### config.mk
export PLATFORM = sky130hd
export DESIGN_NAME = sme_frame_feeder
export DESIGN_NICKNAME = d
export VERILOG_FILES = /design/src/rtl/sme_pkg.sv /design/src/rtl/sme_byte_buf.sv /design/src/rtl/sme_frame_feeder.sv
export SDC_FILE = /design/constraint.sdc
export NUM_CORES = 1
export LEC_CHECK = 0
export ABC_AREA = 1
export BUFFER_PORTS_ARGS = -buffer_cell sky130_fd_sc_hd__buf_4
export CAP_MARGIN = 20
export CORE_MARGIN = 5
export CORE_UTILIZATION = 55
export DETAILED_ROUTE_END_ITERATION = 16
export PLACE_DENSITY = 0.72
export SLEW_MARGIN = 10
export SYNTH_ARGS = -nofsm -noshare
export SYNTH_HDL_FRONTEND = slang
export SYNTH_HIERARCHICAL = 1
export SYNTH_SLANG_ARGS = --single-unit
### constraint.sdc
create_clock -name clk -period 2.1 [get_ports clk]
set_input_delay 0.42 -clock clk [delete_from_list [all_inputs] [get_ports clk]]
set_output_delay 0.42 -clock clk [all_outputs]
set_load 0.05 [all_outputs]
### src/rtl/sme_pkg.sv
// Shared definitions for the SME framing front end and the SME itself:
// feeder state encoding, default buffer depths, record kinds and the
// metacharacter byte codes understood by the matcher.
package sme_pkg;

  typedef enum logic [2:0] {
    ST_IDLE,
    ST_COLLECT,
    ST_SEND_STR,
    ST_SEND_PAT,
    ST_WAIT,
    ST_REPORT
  } sme_state_e;

  localparam int STR_MAX_DEF = 32;
  localparam int PAT_MAX_DEF = 8;

  // in_kind encoding on the record stream
  localparam logic KIND_STR = 1'b0;
  localparam logic KIND_PAT = 1'b1;

  // pattern metacharacters
  localparam logic [7:0] META_BOL   = 8'h5E;  // '^'
  localparam logic [7:0] META_EOL   = 8'h24;  // '$'
  localparam logic [7:0] META_ANY   = 8'h2E;  // '.'
  localparam logic [7:0] META_STAR  = 8'h2A;  // '*'
  localparam logic [7:0] META_SPACE = 8'h20;  // ' '

  // a match index is only meaningful when the match flag is set
  function automatic logic [5:0] mask_index(input logic m, input logic [5:0] idx);
    return m ? idx : 6'd0;
  endfunction

endpackage

### src/rtl/sme_byte_buf.sv
// DEPTH x 8 record buffer. Bytes are appended at a write pointer; the
// record's length is latched on its last byte and saturates at DEPTH.
// Bytes past DEPTH are discarded and raise a sticky overflow flag that
// the owner clears once the job's result has been delivered.
module sme_byte_buf #(
  parameter  int DEPTH = 8,
  localparam int LW    = $clog2(DEPTH) + 1
) (
  input  logic          clk,
  input  logic          reset,
  input  logic          i_wr,
  input  logic [7:0]    i_data,
  input  logic          i_last,
  input  logic          i_clr,
  input  logic          i_clr_ovf,
  input  logic [LW-1:0] i_rd_idx,
  output logic [7:0]    o_rd_data,
  output logic [LW-1:0] o_len,
  output logic          o_ovf
);

  localparam int            AW      = $clog2(DEPTH);
  localparam logic [LW-1:0] DEPTH_L = LW'(DEPTH);

  logic [DEPTH-1:0][7:0] r_mem;
  logic [LW-1:0]         r_wptr;
  logic [LW-1:0]         r_len;
  logic                  r_ovf;
  logic                  w_full;

  assign w_full = (r_wptr == DEPTH_L);

  // storage is not reset; only the pointer/length/flag define contents
  always_ff @(posedge clk) begin
    if (i_wr && !w_full) r_mem[r_wptr[AW-1:0]] <= i_data;
  end

  // write pointer, latched length and sticky overflow
  always_ff @(posedge clk) begin
    if (reset) begin
      r_wptr <= '0;
      r_len  <= '0;
      r_ovf  <= 1'b0;
    end else begin
      if (i_clr) begin
        r_wptr <= '0;
        r_len  <= '0;
      end
      if (i_wr) begin
        if (w_full) r_ovf <= 1'b1;
        if (i_last) begin
          r_len  <= w_full ? DEPTH_L : r_wptr + LW'(1);
          r_wptr <= '0;
        end else if (!w_full) begin
          r_wptr <= r_wptr + LW'(1);
        end
      end
      if (i_clr_ovf) r_ovf <= 1'b0;
    end
  end

  assign o_rd_data = (i_rd_idx < DEPTH_L) ? r_mem[i_rd_idx[AW-1:0]] : 8'd0;
  assign o_len     = r_len;
  assign o_ovf     = r_ovf;

endmodule

### src/rtl/sme_frame_feeder.sv
// Framing stage in front of the string-matching engine. Buffers tagged
// string/pattern records, bursts string (when changed) then pattern to
// the SME without gaps, waits for the SME result and hands it downstream
// over a valid/ready beat.
// Optional: define SME_FEED_TIMEOUT_EN to add a watchdog on the WAIT
// state that forces an error result after TIMEOUT_CYCLES.
module sme_frame_feeder
  import sme_pkg::*;
#(
  parameter int STR_MAX        = STR_MAX_DEF,
  parameter int PAT_MAX        = PAT_MAX_DEF,
  parameter int TIMEOUT_CYCLES = 255
) (
  input  logic       clk,
  input  logic       reset,
  input  logic       in_valid,
  output logic       in_ready,
  input  logic [7:0] in_data,
  input  logic       in_kind,
  input  logic       in_last,
  output logic [7:0] chardata,
  output logic       isstring,
  output logic       ispattern,
  input  logic       sme_valid,
  input  logic       sme_match,
  input  logic [5:0] sme_match_index,
  output logic       res_valid,
  input  logic       res_ready,
  output logic       res_match,
  output logic [5:0] res_index,
  output logic       res_err
);

  localparam int SLW = $clog2(STR_MAX) + 1;
  localparam int PLW = $clog2(PAT_MAX) + 1;

  sme_state_e     r_state, w_next;
  logic           w_acc, w_kind, w_wr_s, w_wr_p, w_end_s;
  logic           w_str_last, w_pat_last, w_res_hs, w_tmo_fire;
  logic [SLW-1:0] r_rd_s, w_str_len;
  logic [PLW-1:0] r_rd_p, w_pat_len;
  logic [7:0]     w_str_byte, w_pat_byte, r_char_hold;
  logic           w_ovf_s, w_ovf_p;
  logic           r_kind, r_str_dirty;
  logic           r_res_match, r_res_err;
  logic [5:0]     r_res_index;

  // first byte of a record (accepted in IDLE) fixes the record kind
  assign w_acc      = in_valid & in_ready;
  assign w_kind     = (r_state == ST_IDLE) ? in_kind : r_kind;
  assign w_wr_s     = w_acc & (w_kind == KIND_STR);
  assign w_wr_p     = w_acc & (w_kind == KIND_PAT);
  assign w_end_s    = w_wr_s & in_last;
  assign w_str_last = ((r_rd_s + SLW'(1)) == w_str_len);
  assign w_pat_last = ((r_rd_p + PLW'(1)) == w_pat_len);
  assign w_res_hs   = (r_state == ST_REPORT) & res_ready;

`ifdef SME_FEED_TIMEOUT_EN
  localparam int WDW = ($clog2(TIMEOUT_CYCLES + 1) > 8) ? $clog2(TIMEOUT_CYCLES + 1) : 8;
  localparam logic [WDW-1:0] WD_LIM = WDW'(TIMEOUT_CYCLES);
  logic [WDW-1:0] r_wd;

  // counts cycles spent in WAIT; a late sme_valid still beats expiry
  always_ff @(posedge clk) begin
    if (reset || r_state != ST_WAIT) r_wd <= '0;
    else                             r_wd <= r_wd + WDW'(1);
  end

  assign w_tmo_fire = (r_state == ST_WAIT) && !sme_valid && (r_wd == WD_LIM);
`else
  logic w_unused_tmo;
  assign w_unused_tmo = (TIMEOUT_CYCLES == 0);
  assign w_tmo_fire   = 1'b0;
`endif

  sme_byte_buf #(.DEPTH(STR_MAX)) u_str_buf (
    .clk       (clk),
    .reset     (reset),
    .i_wr      (w_wr_s),
    .i_data    (in_data),
    .i_last    (in_last),
    .i_clr     (1'b0),
    .i_clr_ovf (w_res_hs),
    .i_rd_idx  (r_rd_s),
    .o_rd_data (w_str_byte),
    .o_len     (w_str_len),
    .o_ovf     (w_ovf_s)
  );

  sme_byte_buf #(.DEPTH(PAT_MAX)) u_pat_buf (
    .clk       (clk),
    .reset     (reset),
    .i_wr      (w_wr_p),
    .i_data    (in_data),
    .i_last    (in_last),
    .i_clr     (w_res_hs),
    .i_clr_ovf (w_res_hs),
    .i_rd_idx  (r_rd_p),
    .o_rd_data (w_pat_byte),
    .o_len     (w_pat_len),
    .o_ovf     (w_ovf_p)
  );

  // state register
  always_ff @(posedge clk) begin
    if (reset) r_state <= ST_IDLE;
    else       r_state <= w_next;
  end

  // next-state: collect records, burst on pattern end, wait, report
  always_comb begin
    w_next = r_state;
    case (r_state)
      ST_IDLE, ST_COLLECT: begin
        if (w_acc) begin
          if (!in_last)                 w_next = ST_COLLECT;
          else if (w_kind == KIND_PAT)  w_next = r_str_dirty ? ST_SEND_STR : ST_SEND_PAT;
          else                          w_next = ST_IDLE;
        end
      end
      ST_SEND_STR: if (w_str_last) w_next = ST_SEND_PAT;
      ST_SEND_PAT: if (w_pat_last) w_next = ST_WAIT;
      ST_WAIT:     if (sme_valid || w_tmo_fire) w_next = ST_REPORT;
      ST_REPORT:   if (res_ready) w_next = ST_IDLE;
      default:     w_next = ST_IDLE;
    endcase
  end

  // outputs: strobes straight from state so a reset drops them at once
  always_comb begin
    in_ready  = 1'b0;
    isstring  = 1'b0;
    ispattern = 1'b0;
    res_valid = 1'b0;
    chardata  = r_char_hold;
    case (r_state)
      ST_IDLE, ST_COLLECT: in_ready = 1'b1;
      ST_SEND_STR: begin
        isstring = 1'b1;
        chardata = w_str_byte;
      end
      ST_SEND_PAT: begin
        ispattern = 1'b1;
        chardata  = w_pat_byte;
      end
      ST_REPORT: res_valid = 1'b1;
      default: ;
    endcase
  end

  assign res_match = r_res_match;
  assign res_index = r_res_index;
  assign res_err   = r_res_err;

  // datapath: record kind, dirty flag, burst pointers, held byte, result
  always_ff @(posedge clk) begin
    if (reset) begin
      r_kind      <= KIND_STR;
      r_str_dirty <= 1'b0;
      r_rd_s      <= '0;
      r_rd_p      <= '0;
      r_char_hold <= 8'd0;
      r_res_match <= 1'b0;
      r_res_index <= 6'd0;
      r_res_err   <= 1'b0;
    end else begin
      if (r_state == ST_IDLE && w_acc) r_kind <= in_kind;

      if (w_end_s)                                  r_str_dirty <= 1'b1;
      else if (r_state == ST_SEND_STR && w_str_last) r_str_dirty <= 1'b0;

      if (r_state == ST_SEND_STR) r_rd_s <= w_str_last ? '0 : r_rd_s + SLW'(1);
      if (r_state == ST_SEND_PAT) r_rd_p <= w_pat_last ? '0 : r_rd_p + PLW'(1);

      if (isstring || ispattern) r_char_hold <= chardata;

      if (r_state == ST_WAIT) begin
        if (sme_valid) begin
          r_res_match <= sme_match;
          r_res_index <= mask_index(sme_match, sme_match_index);
          r_res_err   <= w_ovf_s | w_ovf_p;
        end else if (w_tmo_fire) begin
          r_res_match <= 1'b0;
          r_res_index <= 6'd0;
          r_res_err   <= 1'b1;
        end
      end
    end
  end

endmodule

==> flow_summary.yaml <==
layout:
  n_antenna_cell: 0
  fill_cells: 2092
  synthToLayoutAreaGrowth_pct: 24.8
  layout.nets: 1827
  layout-drive-gt1-share_pct: 25.1
  final_cells: 2213
power_and_ir_drop:
  p_per_area_nw_per_um2: 1070
  p_total_uw: 22000
  irDropWorstVdd_mv: 1.16
  p_leak_uw: 0.00800
sta:
  slew_headroom_pct: 56.5
  max_freq_mhz: 358
  tightestPinTransition_ps: 651
  finalCritPeriodShare_pct: 133
  min_period_ps: 2790
  rsz0062_at_grt: "yes"
  slew_violations: 0
  fin_ws_ps: -695
  skew_ps: 19.5
  hold_viol_final: 0
  setup_viol_count_final: 293
clock_network:
  root_buffer: "clkbuf_16"
  clk_path_buf_depth: 3
  clock-sinks: 373
  cts_tree: "done"
  clock_latency_ps: 520
  clk_pin_slew_worst_paths_ps: 60
  htree_levels: 2
  cts_buffers: 37
floorplanning:
  fp.dieW_um: 183
  num_io_pins: 42
  die-area_um2: 33400
  design.core.area_um2: 29600
  rows: 63
  initial_core_util_pct: 55.6
  die_h_um: 183
synthesis:
  async_flop_share_pct: 0
  synth_common_cells: "nand2_1, edfxtp_1, nand3_1, inv_1, nor2_1"
  netlist_instances: 1646
  yosys_warnings: 6
  yosys_register_bits: 373
  yosysUniqueCellTypes: 37
  synth_flop_cell: "edfxtp_1"
  ys_seq_area_share_pct: 64.9
  syn-num-nets: 1676
  synth_area_leader_cell: "edfxtp_1"
  synth.most_common_cell: "nand2_1"
  synth.avg_cell_area_um2: 9.98
  synth_edf_count: 320
  yosys.area.top_type_share_pct: 58.5
  synthesis.area_um2: 16400
  synthTopCellsByArea: "edfxtp_1, nand2_1, nand3_1, dfxtp_1, inv_1"
critical_path:
  arrival_ps: 2370
  required_ps: 1680
  endpoint_kind: "output port"
  path_class: "register to output port"
  crit_fanout: 8
  cp-start-kind: "register"
placed_design:
  io_buffers: 41
  hpwl_mm: 26.2
  placed_cells: 2109
  gp_congestion: 0.878
  dp_slack_ps: -351
grt:
  antenna_found_initial: 0
  grt_max_degree: 46
  grt_pass1_wl_mm: 65.0
  grt-ovfl-total: 0
  grt_use_total_pct: 24.8
  first_global_vias: 11800
job:
  cap_viol_max_count: 0
route:
  first_pass_iters: 6
  wl_per_cell_um: 19.4
  num_vias: 12500
  drt_wl_total_mm: 43.0
  viasPerCell: 5.63
  ant_nets: 0
  initialDrtViolationCount: 1227
  drc: 0
status:
  failed_checks: "negative setup slack"
  status: "finished, violations left"
worst_hold_path:
  hold_path_class: "primary input to register"
-- report_power, final --
part	internal, µW	leakage (µW)	switching (µW)
combinational	2990	0.00413	4320
sequential	8320	0.00331	159
clock	3550	0.000557	2670
total	14900	0.00800	7150
-- registers in the layout, summed over array words and instances, names as in the netlist, 6 cells and up --
| register | flops |
|---|---|
| r_rd_s | 6 |
| u_pat_buf/r_mem | 64 |
| r_char_hold | 8 |
| res_index | 6 |
| u_str_buf/r_mem | 256 |
| u_str_buf/o_len | 6 |
| u_str_buf/r_wptr | 6 |
-- critical path, cell delays in order (launching register included) --
cell and delay (ps):
dfxtp_4 420, buf_8 150, buf_12 110, buf_12 110
nand2_1 50, nand3_1 80, nand3_1 80, nand2_1 80
nand2_1 80, nand3_2 90, nand2_2 70, nor2_4 180
nand2_2 100, nand3_4 80, buf_8 150
-- kinds of logic (layout without fill, tap and decap cells) --
group                    count (synthesis)  after routing  synth area share, %
flip-flops                             373            373                 64.9
AO/OA/AOI/OAI                           81             81                 2.66
other                                    1              1               0.0228
buffers and inverters                  220            396                 6.45
AND/OR/NAND/NOR                        960            961                 25.2
adder cells (fa/ha/maj)                  8              8                0.609
XOR/XNOR                                 3              3                0.160
-- path summary, 6_finish.rpt --
path                 startpoint             end  slack (ps)  cells after the start
max                   r_rd_s[0]     chardata[2]        -690                     14
min          sme_match_index[0]    res_index[0]         170                      3
max reg2reg           r_rd_s[0]  r_char_hold[3]        -620                     21
min reg2reg        res_index[5]    res_index[5]         470                      2
-- repair_timing --
action,CTS,global route
buffers inserted,25,11
gates resized for setup,91,176
hold buffers,0,0
pin swaps,32,57
endpoints found under the setup margin,28,345
gates cloned,6,2
-- cells in the final DEF, fill, tap and decap left out, drive strengths merged --
master / n
nand2: 520
edfxtp: 320
nand3: 285
buf: 180
inv: 144
nor2: 141
dfxtp: 53
clkbuf: 52
a21oi: 34
o21ai: 34
clkinv: 17
nand4: 10
ha: 8
a31oi: 7
xor2: 3
nor3: 3
o211ai: 2
a211oi: 2
a22oi: 1
nor4: 1
bufinv: 1
clkinvlp: 1
bufbuf: 1
o21a: 1
conb: 1
nor3b: 1
-- layout make-up --
class,instances,area (µm²),area share (%)
tap,390,488,2.38
timing repair buffer,183,1990,9.70
multi-input combinational,1054,5590,27.3
sequential,373,10700,52.1
clock buffer,50,1030,5.00
clock inverter,15,108,0.525
inverter,148,621,3.03
-- layer usage --
metal | global-route usage [%] | vias to the layer above | part of all wire (%) | wire length, µm
li1 | - | 5822 | - | -
met1 | 34.6 | 6020 | 40 | 17000
met2 | 41.4 | 524 | 50 | 21400
met3 | 3.03 | 88 | 7.4 | 3170
met4 | 7.81 | 0 | 3.2 | 1360
met5 | 0 | - | 0 | 0
-- stage by stage --
stage	instance area (µm²)	util [%]	TNS (ps)	hold WS, ps
final	20500	69.4	-33290	170
after global routing	20500	69.4	-56370	182
after CTS	19800	67.1	-6100	159
after detailed placement	18100	61.1	-2460	454
after global placement	18100	61.1	-2240	452
after floorplan	16700	-	-13160	435
No activity file was read; power rests on OpenSTA's default activity.
